**src/rtl/qm_fetch_if.sv**
```systemverilog
// Instruction-memory req/ack bus between qm_fetch (master) and the memory (slave).
// The address is held stable from request to ack; the memory answers with data in the ack cycle.
interface qm_fetch_if;
  logic [31:0] im_addr;
  logic        im_req;
  logic        im_ack;
  logic [31:0] im_data;

  modport master (output im_addr, output im_req, input im_ack, input im_data);
  modport slave  (input im_addr, input im_req, output im_ack, output im_data);
endinterface

```
**src/rtl/qm_fetch.sv**
```systemverilog
// Fetch stage plus IF/ID register: one word per cycle with zero-wait memory, a one-entry hold
// buffer absorbs a word that lands during a decode stall, and redirects flush (or kill an in-flight fetch).
module qm_fetch #(
  parameter logic [31:0] RESET_PC = 32'hBFC00000,
  parameter logic [31:0] NOP      = 32'h00000000
) (
  input  logic              sys_clk,
  input  logic              sys_rst,
  input  logic              ci_Stall,
  input  logic              ci_Branch,
  input  logic [31:0]       di_BranchTarget,
  qm_fetch_if.master        im,
  output logic [31:0]       do_IR,
  output logic [31:0]       do_NextPC,
  output logic              do_Valid
);

  typedef enum logic [1:0] {S_REQ, S_HOLD, S_KILL} state_t;

  state_t      state, state_d;
  logic [31:0] pc, pc_d;
  logic [31:0] kill_tgt, kill_tgt_d;
  logic [31:0] hold_ir, hold_ir_d;
  logic [31:0] hold_npc, hold_npc_d;
  logic [31:0] ir_d, npc_d;
  logic        vld_d;
  logic        pend, pend_d;
  logic [31:0] target, pc_inc;
  logic        req, done;

  assign target     = di_BranchTarget & ~32'h3;
  assign pc_inc     = pc + 32'd4;
  assign req        = (state != S_HOLD);
  assign done       = req & im.im_ack;
  assign im.im_req  = req & ~sys_rst;
  assign im.im_addr = pc;

  always_comb begin
    state_d    = state;
    pc_d       = pc;
    kill_tgt_d = kill_tgt;
    hold_ir_d  = hold_ir;
    hold_npc_d = hold_npc;
    ir_d       = do_IR;
    npc_d      = do_NextPC;
    vld_d      = do_Valid;
    pend_d     = 1'b0;

    if (ci_Branch) begin
      ir_d      = NOP;
      vld_d     = 1'b0;
      hold_ir_d = NOP;
    end

    case (state)
      S_REQ: begin
        if (ci_Branch) begin
          // An address already held across an edge must see its ack before we move on.
          if (!done && pend) begin
            kill_tgt_d = target;
            state_d    = S_KILL;
          end else begin
            pc_d = target;
          end
        end else if (done) begin
          pc_d = pc_inc;
          if (!ci_Stall) begin
            ir_d  = im.im_data;
            vld_d = 1'b1;
            npc_d = pc_inc;
          end else begin
            hold_ir_d  = im.im_data;
            hold_npc_d = pc_inc;
            state_d    = S_HOLD;
          end
        end else begin
          pend_d = 1'b1;
          if (!ci_Stall) begin
            ir_d  = NOP;
            vld_d = 1'b0;
          end
        end
      end
      S_HOLD: begin
        if (ci_Branch) begin
          pc_d    = target;
          state_d = S_REQ;
        end else if (!ci_Stall) begin
          ir_d      = hold_ir;
          vld_d     = 1'b1;
          npc_d     = hold_npc;
          hold_ir_d = NOP;
          state_d   = S_REQ;
        end
      end
      S_KILL: begin
        if (ci_Branch) kill_tgt_d = target;
        if (done) begin
          pc_d    = ci_Branch ? target : kill_tgt;
          state_d = S_REQ;
        end
      end
      default: state_d = S_REQ;
    endcase
  end

  always_ff @(posedge sys_clk or posedge sys_rst) begin
    if (sys_rst) begin
      state     <= S_REQ;
      pc        <= RESET_PC;
      kill_tgt  <= 32'h0;
      hold_ir   <= NOP;
      hold_npc  <= 32'h0;
      do_IR     <= NOP;
      do_NextPC <= 32'h0;
      do_Valid  <= 1'b0;
      pend      <= 1'b0;
    end else begin
      state     <= state_d;
      pc        <= pc_d;
      kill_tgt  <= kill_tgt_d;
      hold_ir   <= hold_ir_d;
      hold_npc  <= hold_npc_d;
      do_IR     <= ir_d;
      do_NextPC <= npc_d;
      do_Valid  <= vld_d;
      pend      <= pend_d;
    end
  end

endmodule

```
**src/flat_wrapper.sv**
```systemverilog
// flat-port wrapper written by rule: the top's interface ports become plain ports
module qm_fetch_flat 
#(
  parameter logic [31:0] RESET_PC = 32'hBFC00000,
  parameter logic [31:0] NOP      = 32'h00000000
)
  (sys_clk, sys_rst, ci_Stall, ci_Branch, di_BranchTarget, do_IR, do_NextPC, do_Valid, im_im_addr, im_im_req, im_im_ack, im_im_data);
  qm_fetch_if im_i ();
  input  logic sys_clk;
  input  logic sys_rst;
  input  logic ci_Stall;
  input  logic ci_Branch;
  input  logic [31:0] di_BranchTarget;
  output logic [31:0] do_IR;
  output logic [31:0] do_NextPC;
  output logic do_Valid;
  output wire logic [$bits(im_i.im_addr)-1:0] im_im_addr;
  output wire logic [$bits(im_i.im_req)-1:0] im_im_req;
  input wire logic [$bits(im_i.im_ack)-1:0] im_im_ack;
  input wire logic [$bits(im_i.im_data)-1:0] im_im_data;
  assign im_im_addr = im_i.im_addr;
  assign im_im_req = im_i.im_req;
  assign im_i.im_ack = im_im_ack;
  assign im_i.im_data = im_im_data;
  qm_fetch #(.RESET_PC(RESET_PC), .NOP(NOP)) u_core (.sys_clk(sys_clk), .sys_rst(sys_rst), .ci_Stall(ci_Stall), .ci_Branch(ci_Branch), .di_BranchTarget(di_BranchTarget), .im(im_i), .do_IR(do_IR), .do_NextPC(do_NextPC), .do_Valid(do_Valid));
endmodule
```
**config.mk**
```make
export PLATFORM = sky130hd
export DESIGN_NAME = qm_fetch_flat
export DESIGN_NICKNAME = d
export VERILOG_FILES = /design/src/rtl/qm_fetch_if.sv /design/src/rtl/qm_fetch.sv /design/src/flat_wrapper.sv
export SDC_FILE = /design/constraint.sdc
export NUM_CORES = 1
export LEC_CHECK = 0
export BUFFER_PORTS_ARGS = -buffer_cell sky130_fd_sc_hd__buf_2
export CAP_MARGIN = 20
export CORE_MARGIN = 4
export CORE_UTILIZATION = 55
export CTS_BUF_LIST = sky130_fd_sc_hd__clkbuf_16
export DETAILED_ROUTE_END_ITERATION = 8
export PLACE_DENSITY = 0.85
export SLEW_MARGIN = 20
export SYNTH_ARGS = -nofsm -noshare
export SYNTH_HDL_FRONTEND = slang
export SYNTH_SLANG_ARGS = --single-unit
```
**constraint.sdc**
```tcl
create_clock -name sys_clk -period 10.4 [get_ports sys_clk]
set_input_delay 0.52 -clock sys_clk [delete_from_list [all_inputs] [get_ports sys_clk]]
set_output_delay 0.52 -clock sys_clk [all_outputs]
set_load 0.005 [all_outputs]
```
### After elaboration in Yosys (flattened, before gate mapping)

Cells that the tools add are included.

| storage, ports and cells | value |
|---|---|
| flip-flop bits (word level) | 196 |
| bits in latches | 0 |
| bits in writable memories | 0 |
| memory bits (read-only) | 0 |
| memories kept | 0 |

| operators by class | value |
|---|---|
| $add $sub $neg | 1 |
| $mul | 0 |
| div/mod/pow operators | 0 |
| magnitude comparators | 0 |
| equal/unequal tests | 17 |
| shift operators | 0 |
| mux-type cells | 49 |
| bitwise operators | 4 |
| reduce and logical (&&, ||, !) cells | 11 |

Operators by type and width:

| cell | number |
|---|---|
| two-way mux 32 bit | 26 |
| case mux 32 bit (2 select lines) | 4 |
| case mux 32 bit (3 select lines) | 1 |
| adder 32 x 3 -> 32 bit, second input constant | 1 |
| two-way mux 2 bit | 7 |
| != test 2 bit, second input constant | 6 |
| AND reduction 5 bit | 2 |
| two-way mux 1 bit | 9 |
| != test 3 bit, second input constant | 3 |
| != test 2 x 1 -> 1 bit, second input constant | 4 |
| != test 3 x 2 -> 1 bit, second input constant | 2 |
| case mux 2 bit (3 select lines) | 1 |
| AND reduction 6 bit | 1 |
| AND reduction 4 bit | 1 |
| nonzero test 2 bit | 2 |
| AND reduction 3 bit | 1 |
| nonzero test 3 bit | 1 |
| AND 1 bit | 2 |
| equality test 2 x 1 -> 1 bit, second input constant | 1 |
| equality test 2 bit, second input constant | 1 |
| logical NOT 2 bit | 1 |
| inverter 1 bit | 2 |
| case mux 1 bit (2 select lines) | 1 |
| logical AND 1 bit | 1 |
| logical NOT 1 bit | 1 |

### Longest topological paths before layout

Gate-level depths: netlist (run 1).

| depth | value |
|---|---|
| word-level depth | 7 |
| gate-level depth with buffers | 10 |

### Worst setup path before layout (run 1)

Ideal clock, no wire load.

| timing | value |
|---|---|
| kind | reg2reg |
| from | reg u_core.state[1] |
| to | reg u_core.pc[18] (netlist: u_core.im.im_addr[18]) |
| library setup time | 0.121 ns |
| arrival | 2.235 ns |
| slack | 8.044 ns |
| stages on the path, launching flop included | 10 |
| period minus slack after synthesis | 2.356 ns |
| cells stage by stage | dfrtp_1 -> inv_1 -> ha_1 -> clkbuf_1 -> nor2b_1 -> a21oi_1 -> o32ai_1 -> clkbuf_1 -> o21ai_0 -> a22o_1 |

| on the way | value |
|---|---|
| longest elaborated chain between the ends | 6 |
| elaborated cells on any way between the ends | 14 |
| classes of those cells | 7 x eq/ne; 1 x mux; 1 x bitwise; 5 x reduce/logical |

RTL lines:

| what | line | source |
|---|---|---|
| start, declared | qm_fetch.sv:20 | `state_t state, state_d;` |
| start signal, assigned | qm_fetch.sv:119 | `state <= state_d;` |
| != test 2 x 1 -> 1 bit | qm_fetch.sv:33 | `assign req = (state != S_HOLD);` |
| AND 1 bit | qm_fetch.sv:34 | `assign done = req & im.im_ack;` |
| logical NOT 1 bit | qm_fetch.sv:59 | `if (!done && pend) begin` |
| logical AND 1 bit | qm_fetch.sv:59 |  |
| != test 3 bit (no line) | - |  |
| AND reduction 5 bit (no line) | - |  |
| end signal, assigned | qm_fetch.sv:120 | `pc <= pc_d;` |
| end, declared | qm_fetch.sv:21 | `logic [31:0] pc, pc_d;` |

Parallel ways exist; a longest one is shown, timed or not.
A chain may end at the register's enable or synchronous reset.

### Worst setup path in the final report (run 1)

| timing | value |
|---|---|
| from | reg u_core.state[1] |
| to | reg u_core.do_IR[18] |

| on the way | value |
|---|---|
| longest elaborated chain between the ends | 5 |
| elaborated cells on any way between the ends | 7 |
| classes of those cells | 2 x eq/ne; 3 x mux; 1 x bitwise; 1 x reduce/logical |

RTL lines:

| what | line | source |
|---|---|---|
| != test 2 x 1 -> 1 bit | qm_fetch.sv:33 |  |
| AND 1 bit | qm_fetch.sv:34 |  |
| two-way mux 32 bit | qm_fetch.sv:65 | `end else if (done) begin` |
| two-way mux 32 bit | qm_fetch.sv:57 | `if (ci_Branch) begin` |
| case mux 32 bit (2 select lines) (*) | qm_fetch.sv:55 | `case (state)` |
| via u_core.ir_d[18] | qm_fetch.sv:25 | `logic [31:0] ir_d, npc_d;` |
| end signal, assigned | qm_fetch.sv:124 | `do_IR <= ir_d;` |
| end, declared | qm_fetch.sv:13 | `output logic [31:0] do_IR,` |

The timed path passes the listed nets; every way through them passes the cells marked *.

==> results.py, run 1 <==
metrics = {
    "drt": {
        "wl_per_cell_um": 19.4,
        "wl_um": 25900,
        "route.antenna.remaining_nets": 0,
        "first_iter_violations": 912,
        "first_pass_iters": 5,
        "drc_errors": 0,
        "routed-via-count": 8298,
        "viasPerCell": 6.20,
    },
    "global_routing": {
        "global_route_wire_length_before_repair_um": 41600,
        "antenna_found_initial": 2,
        "gr_usage_total_pct": 26.2,
        "grt_pass1_vias": 7756,
        "grt_start_max_net_pins": 139,
        "grt_remaining_overflow": 0,
    },
    "worst_setup_path": {
        "critPathKind": "flip-flop to flip-flop",
        "critical_path.startpoint_type": "flip-flop",
        "worst_path_max_delay_cell": "nor2_1",
        "r2r-start": "u_core.state[1]",
        "r2r_slack_ns": 7.26,
        "reg2reg_to": "u_core.do_IR[18]",
        "cp.buffers_inverters": 3,
        "cp_top_family": "buffers and inverters",
        "r2r_cells": 9,
        "worstSetupStartpoint": "u_core.state[1]",
        "endpoint_kind": "flip-flop",
        "depth_of_the_critical_timing_path_with_buffers_and_inverters_included": 9,
        "timing.critical_path.cells": "inv_1, ha_2, buf_4, nor2_1, nor2_1, buf_4, and3_1, a21oi_1, o21ai_0",
        "required_ns": 10.75,
        "crit_path_max_incr_delay_ns": 0.75,
        "critPathArrivalTime_ns": 3.49,
        "worst_path_maximum_fanout": 83,
        "crit_path_end": "u_core.do_IR[18]",
    },
    "timing": {
        "fmax_mhz": 318,
        "worst-slew-pin-transition_ns": 0.946,
        "finalClockSkew_ns": 0.00957,
        "slew_headroom_pct": 36.7,
        "layout_min_cycle_time_ns": 3.14,
        "rsz0062_at_grt": "no",
        "report.final.hold_viol_count": 0,
        "setup_viol_count_final": 0,
        "fin_setup_tns_ns": 0,
        "fin_crit_sh_pct": 30.2,
        "slew_violations": 0,
    },
    "cts": {
        "clk_root_buffer_cell": "clkbuf_16",
        "tritoncts": "built",
        "holdBufCountCts": 0,
        "numClockSinks": 196,
        "clkLatencyLatePin_ns": 0.44,
        "cts-buffers-inserted": 17,
        "cts_max_level": 4,
        "max_root_sink_buffers": 2,
        "cts-resized-gates": 0,
        "post_cts_buffers": 0,
        "cts.reportedPaths.clkPinSlew_ns": 0.08,
    },
    "placement": {
        "place.port_buffers": 164,
        "gp_routability_congestion": 0.938,
        "placedInstanceArea_um2": 10500,
        "detailedPlacementHpwl_um": 17100,
    },
    "cells_and_area": {
        "nets": 1180,
        "utilization_pct": 65.6,
        "antenna_cells": 0,
        "drive_gt1_share_pct": 24.4,
        "finalInstanceArea_um2": 11000,
        "area_growth_pct": 15.4,
    },
    "die": {
        "fp.dieW_um": 140,
        "start_util_pct": 56.8,
        "floorplan.rows": 47,
        "die-area_um2": 19500,
        "ioPinCount": 167,
        "die-height_um": 140,
        "coreArea_um2": 16800,
    },
    "pwr": {
        "reported_leakage_power_nw": 5.05,
        "worst_ir_drop_vdd_v": 0.000155,
        "cellPowerDensity_nw_per_um2": 296,
    },
    "logic_synthesis": {
        "syn-cell-area_um2": 9560,
        "synth_flop_type": "dfrtp_1",
        "number_of_unique_standard_cell_types_used_by_synthesis": 61,
        "yosysTopAreaCell": "dfrtp_1",
        "synth.avg_cell_area_um2": 9.62,
        "number_of_enable_type_register_cells_in_the_synthesized_netlist": 0,
        "postSynthCellCount": 993,
        "ys_warns": 0,
        "synth.yosys.seq_area_share_pct": 51.4,
        "yosys.cell_count.top_type": "dfrtp_1",
        "post_synth_top_cells": "187 x dfrtp_1, 119 x a21oi_1, 112 x nand2_1, 78 x clkbuf_1, 77 x nor2_1",
        "synth_fp_nets": 1067,
        "ys_seq_elements": 196,
        "async_set_reset_flop_share_out_of_synthesis_pct": 100,
        "synth_top_area_share_pct": 49.0,
        "synth.area.top_cells": "dfrtp_1 49%, a21oi_1 6.2%, mux2_2 4.5%, nand2_1 4.4%, o21ai_0 3.6%",
    },
    "job": {
        "cap_violations": 0,
    },
    "status": {
        "status": "complete, no violations",
    },
    "min_path": {
        "hp-class": "primary input to async pin",
    },
}
[state kept, by name, summed over array words and instances, names as in the netlist]
signal,count
u_core.kill_tgt,32
u_core.do_NextPC,32
u_core.do_Valid,1
u_core.pend,1
u_core.im.im_addr,32
u_core.state,2
u_core.hold_ir,32
u_core.hold_npc,32
u_core.do_IR,32
[logic make-up (layout without fill, tap and decap cells)]
| family | Yosys count | count (layout) | share of synthesized area, % |
|---|---|---|---|
| xor+xnor | 26 | 26 | 2.38 |
| simple gates | 297 | 297 | 14.7 |
| flops | 196 | 196 | 51.4 |
| compound gates | 325 | 325 | 21.7 |
| mux | 44 | 44 | 5.11 |
| buf+inv | 100 | 226 | 4.03 |
| fa+ha+maj | 5 | 5 | 0.655 |
[where the power goes]
part           switching, W  internal (W)  total (W)
Clock              0.000310      0.000312   0.000622
Sequential         0.000234       0.00105    0.00129
Combinational      0.000807      0.000553    0.00136
Total               0.00135       0.00192    0.00327
[cells in the final DEF, fill, tap and decap left out, drive strengths merged, types with 6 or more instances in the layout]
cell type / Yosys / routed
o31ai: 12 / 12
nand2: 112 / 112
nand3: 19 / 19
a221o: 6 / 6
and3: 35 / 35
inv: 12 / 19
clkinv: 2 / 8
o21ai: 72 / 72
a21oi: 119 / 119
nor4: 7 / 7
nor3: 14 / 14
o221ai: 7 / 7
buf: 8 / 180
a31oi: 10 / 10
xnor2: 14 / 14
mux2: 38 / 38
a221oi: 9 / 9
nand4: 8 / 8
clkbuf: 78 / 17
a21o: 7 / 7
dfrtp: 187 / 187
dfstp: 9 / 9
xor2: 12 / 12
mux2i: 6 / 6
nor2: 77 / 77
nor2b: 7 / 7
a211oi: 8 / 8
o22a: 8 / 8
a22o: 34 / 34
o21a: 6 / 6
[routing by layer]
layer | track usage (%) | wire length [um] | vias to the layer above
met5 | 0 | 14 | -
met4 | 8.82 | 694 | 4
met3 | 5.01 | 2050 | 53
met2 | 39.0 | 11900 | 373
met1 | 38.9 | 11300 | 4061
li1 | - | - | 3807
[cell type report]
| type | count | area (um^2) |
|---|---|---|
| tap | 220 | 275 |
| fill | 1377 | 5790 |
| multi-input combinational | 697 | 4290 |
| sequential | 196 | 4920 |
| clock inverter | 15 | 120 |
| clock buffer | 17 | 425 |
| timing repair buffer | 180 | 941 |
| inverter | 14 | 60.1 |
[worst register-to-register path, cell delays in order, from the launching register on]
cell and delay, ns:
dfrtp_1 0.42, inv_1 0.12, ha_2 0.18, buf_4 0.63, nor2_1 0.18, nor2_1 0.75
buf_4 0.36, and3_1 0.19, a21oi_1 0.04, o21ai_0 0.19
[worst min-delay path by stage]
stage	to	depth (start not counted)	from
5_1_grt	u_core.do_IR[21]	3	im_im_data[21]
6_report	u_core.do_NextPC[5]	2	sys_rst
4_1_cts	u_core.do_IR[21]	3	im_im_data[21]
2_1_floorplan	u_core.hold_npc[2]	2	u_core.hold_npc[2]
3_5_place_dp	u_core.do_NextPC[3]	2	u_core.do_NextPC[3]
3_3_place_gp	u_core.do_NextPC[1]	2	u_core.do_NextPC[1]
[per-stage QoR]
step / total power, W / instances / hold WS, ns / worst slack [ns]
after floorplan: 0.00216 / 993 / 0.450 / 4.55
after global placement: 0.00257 / 1307 / 0.456 / 7.37
after detailed placement: 0.00263 / 1307 / 0.465 / 7.30
after CTS: 0.00326 / 1339 / 0.287 / 7.26
after global routing: 0.00348 / 1339 / 0.310 / 6.91
final: 0.00327 / 1339 / 0.289 / 7.26
(Power assumes the default switching activity.)
==> run 2, diff against run 1 <==
--- a/config.mk
+++ b/config.mk
@@ -8,10 +8,10 @@
 export BUFFER_PORTS_ARGS = -buffer_cell sky130_fd_sc_hd__buf_2
 export CAP_MARGIN = 20
 export CORE_MARGIN = 4
-export CORE_UTILIZATION = 55
+export CORE_UTILIZATION = 51
 export CTS_BUF_LIST = sky130_fd_sc_hd__clkbuf_16
 export DETAILED_ROUTE_END_ITERATION = 8
-export PLACE_DENSITY = 0.85
+export PLACE_DENSITY = 0.83
 export SLEW_MARGIN = 20
 export SYNTH_ARGS = -nofsm -noshare
 export SYNTH_HDL_FRONTEND = slang
==> constraint.sdc (replaced) <==
create_clock -name sys_clk -period 2.6 [get_ports sys_clk]
set_input_delay 0.13 -clock sys_clk [delete_from_list [all_inputs] [get_ports sys_clk]]
set_output_delay 0.13 -clock sys_clk [all_outputs]
set_load 0.005 [all_outputs]
==> run 2 against run 1 <==
  * Fmax rose by 32%
  * Final cell count rose by 7.9%
  * Critical path depth fell by 3
  * Non-clock buffer count rose by 95
  * Clock skew fell by 0.0012 ns
  * Wire length rose by 8.8%
  * Via count rose by 6.4%
  * Sequential power rose to 3.9 times the previous value
  * Cell area rose by 9.8%
  * Critical endpoint is now u_core.do_NextPC[18]
  * Largest cell class unchanged
  * Largest power group unchanged
==> results.py, run 2 (synthesized netlist as in run 1, its figures left out) <==
metrics = {
    "cts": {
        "cts_max_level": 4,
        "clkLatencyLatePin_ns": 0.44,
        "post_cts_buffers": 0,
        "cts.reportedPaths.clkPinSlew_ns": 0.07,
        "numClockSinks": 196,
        "cts-buffers-inserted": 17,
        "max_root_sink_buffers": 2,
        "clk_root_buffer_cell": "clkbuf_16",
        "tritoncts": "built",
    },
    "drt": {
        "routed-via-count": 8832,
        "wl_per_cell_um": 19.5,
        "route.antenna.remaining_nets": 0,
        "viasPerCell": 6.11,
        "wl_um": 28200,
        "drc_errors": 0,
        "first_pass_iters": 7,
        "first_iter_violations": 920,
    },
    "pwr": {
        "worst_ir_drop_vdd_v": 0.000651,
        "cellPowerDensity_nw_per_um2": 1160,
        "power_w": 0.0140,
        "reported_leakage_power_nw": 5.55,
    },
    "cells_and_area": {
        "finalInstanceArea_um2": 12100,
        "area_growth_pct": 26.7,
        "mostFrequentLayoutCell": "dfrtp_1",
        "filler_cell_count_in_the_final_layout": 1419,
        "nets": 1275,
        "drive_gt1_share_pct": 25.2,
        "top_library_cells_by_usage_in_the_layout_fill_and_taps_aside": "187 x dfrtp_1, 164 x buf_2, 118 x a21oi_1, 112 x nand2_1, 75 x nor2_1",
    },
    "worst_setup_path": {
        "required_ns": 2.93,
        "critical_path.startpoint_type": "flip-flop",
        "endpoint_kind": "flip-flop",
        "critPathArrivalTime_ns": 2.71,
        "worst_path_maximum_fanout": 18,
        "critPathKind": "flip-flop to flip-flop",
    },
    "timing": {
        "layout_min_cycle_time_ns": 2.38,
        "report.final.hold_viol_count": 0,
        "slew_violations": 0,
        "setup_viol_count_final": 0,
        "fmax_mhz": 421,
        "fin_crit_sh_pct": 91.4,
        "rsz0062_at_grt": "no",
        "finalClockSkew_ns": 0.00840,
        "slew_headroom_pct": 49.9,
        "worst-slew-pin-transition_ns": 0.749,
    },
    "global_routing": {
        "global_route_wire_length_before_repair_um": 44700,
        "grt_remaining_overflow": 0,
        "gr_usage_total_pct": 27.0,
        "antenna_found_initial": 0,
        "grt_pass1_vias": 8504,
        "grt_start_max_net_pins": 52,
    },
    "placement": {
        "placedInstanceArea_um2": 10800,
        "gp_routability_congestion": 0.931,
        "place.port_buffers": 164,
        "detailedPlacementHpwl_um": 18700,
    },
    "status": {
        "status": "complete, no violations",
    },
    "job": {
        "cap_violations": 0,
    },
    "die": {
        "fp.dieW_um": 145,
        "start_util_pct": 52.5,
        "floorplan.rows": 49,
        "die-area_um2": 21000,
        "ioPinCount": 167,
        "die-height_um": 145,
        "coreArea_um2": 18200,
    },
    "min_path": {
        "hp-class": "primary input to flip-flop",
    },
}
[run 2: critical path: stages (launching register included)]
cell,delay (ns)
dfrtp_1,0.42
inv_1,0.12
ha_1,0.29
buf_4,0.24
and3b_1,0.24
nand3_1,0.56
o221ai_1,0.40
[run 2: stage by stage]
step	setup slack [ns]	TNS [ns]	util (%)	instances	hold slack, ns
2_1_floorplan	-0.0550	-10.29	-	993	0.247
3_3_place_gp	0.252	0	59.4	1348	0.161
3_5_place_dp	0.158	0	59.4	1348	0.168
4_1_cts	0.126	0	66.5	1443	0.0303
5_1_grt	0.0495	0	66.5	1443	0.0430
6_report	0.224	0	66.5	1445	0.0467
[run 2: path summary, 6_finish.rpt]
check / startpoint / endpoint / slack [ns] / cells past startpoint
hold / removal: im_im_ack / u_core.do_Valid / 0.05 / 3
min in group asynchronous: sys_rst / u_core.do_NextPC[11] / 0.26 / 3
setup reg to reg: u_core.state[1] / u_core.do_NextPC[18] / 0.22 / 6
setup / recovery: u_core.state[1] / u_core.do_NextPC[18] / 0.22 / 6
max in group asynchronous: sys_rst / u_core.im.im_addr[22] / 1.52 / 4
hold reg to reg: u_core.do_NextPC[6] / u_core.do_NextPC[6] / 0.48 / 2
[run 2: repair_timing]
action / in CTS / in global routing
gates resized for setup: 0 / 1
endpoints found under the hold margin: 105 / 0
hold buffers: 63 / 0
endpoints found under the setup margin: 0 / 2
[run 2: power breakdown]
part / total (W) / leakage, nW / switching (W) / internal [W]
Combinational: 0.00602 / 2.76 / 0.00350 / 0.00253
Clock: 0.00293 / 0.321 / 0.00121 / 0.00172
Sequential: 0.00508 / 2.47 / 0.000867 / 0.00421
[run 2: layout make-up]
class,count,area [um^2],share of cell area (%)
timing repair buffer,275,1900,15.7
multi-input combinational,697,4290,35.4
sequential,196,4920,40.6
antenna,2,5.00,0.0413
clock buffer,17,425,3.51
clock inverter,15,228,1.88
inverter,14,56.3,0.465
tap,229,287,2.37
[run 2: layer usage]
metal  track usage [%]  share of wire [%]
met2              41.0                 47
met3              5.88                7.6
met1              38.6                 43
met5                 0                  0
met4              9.18                2.9
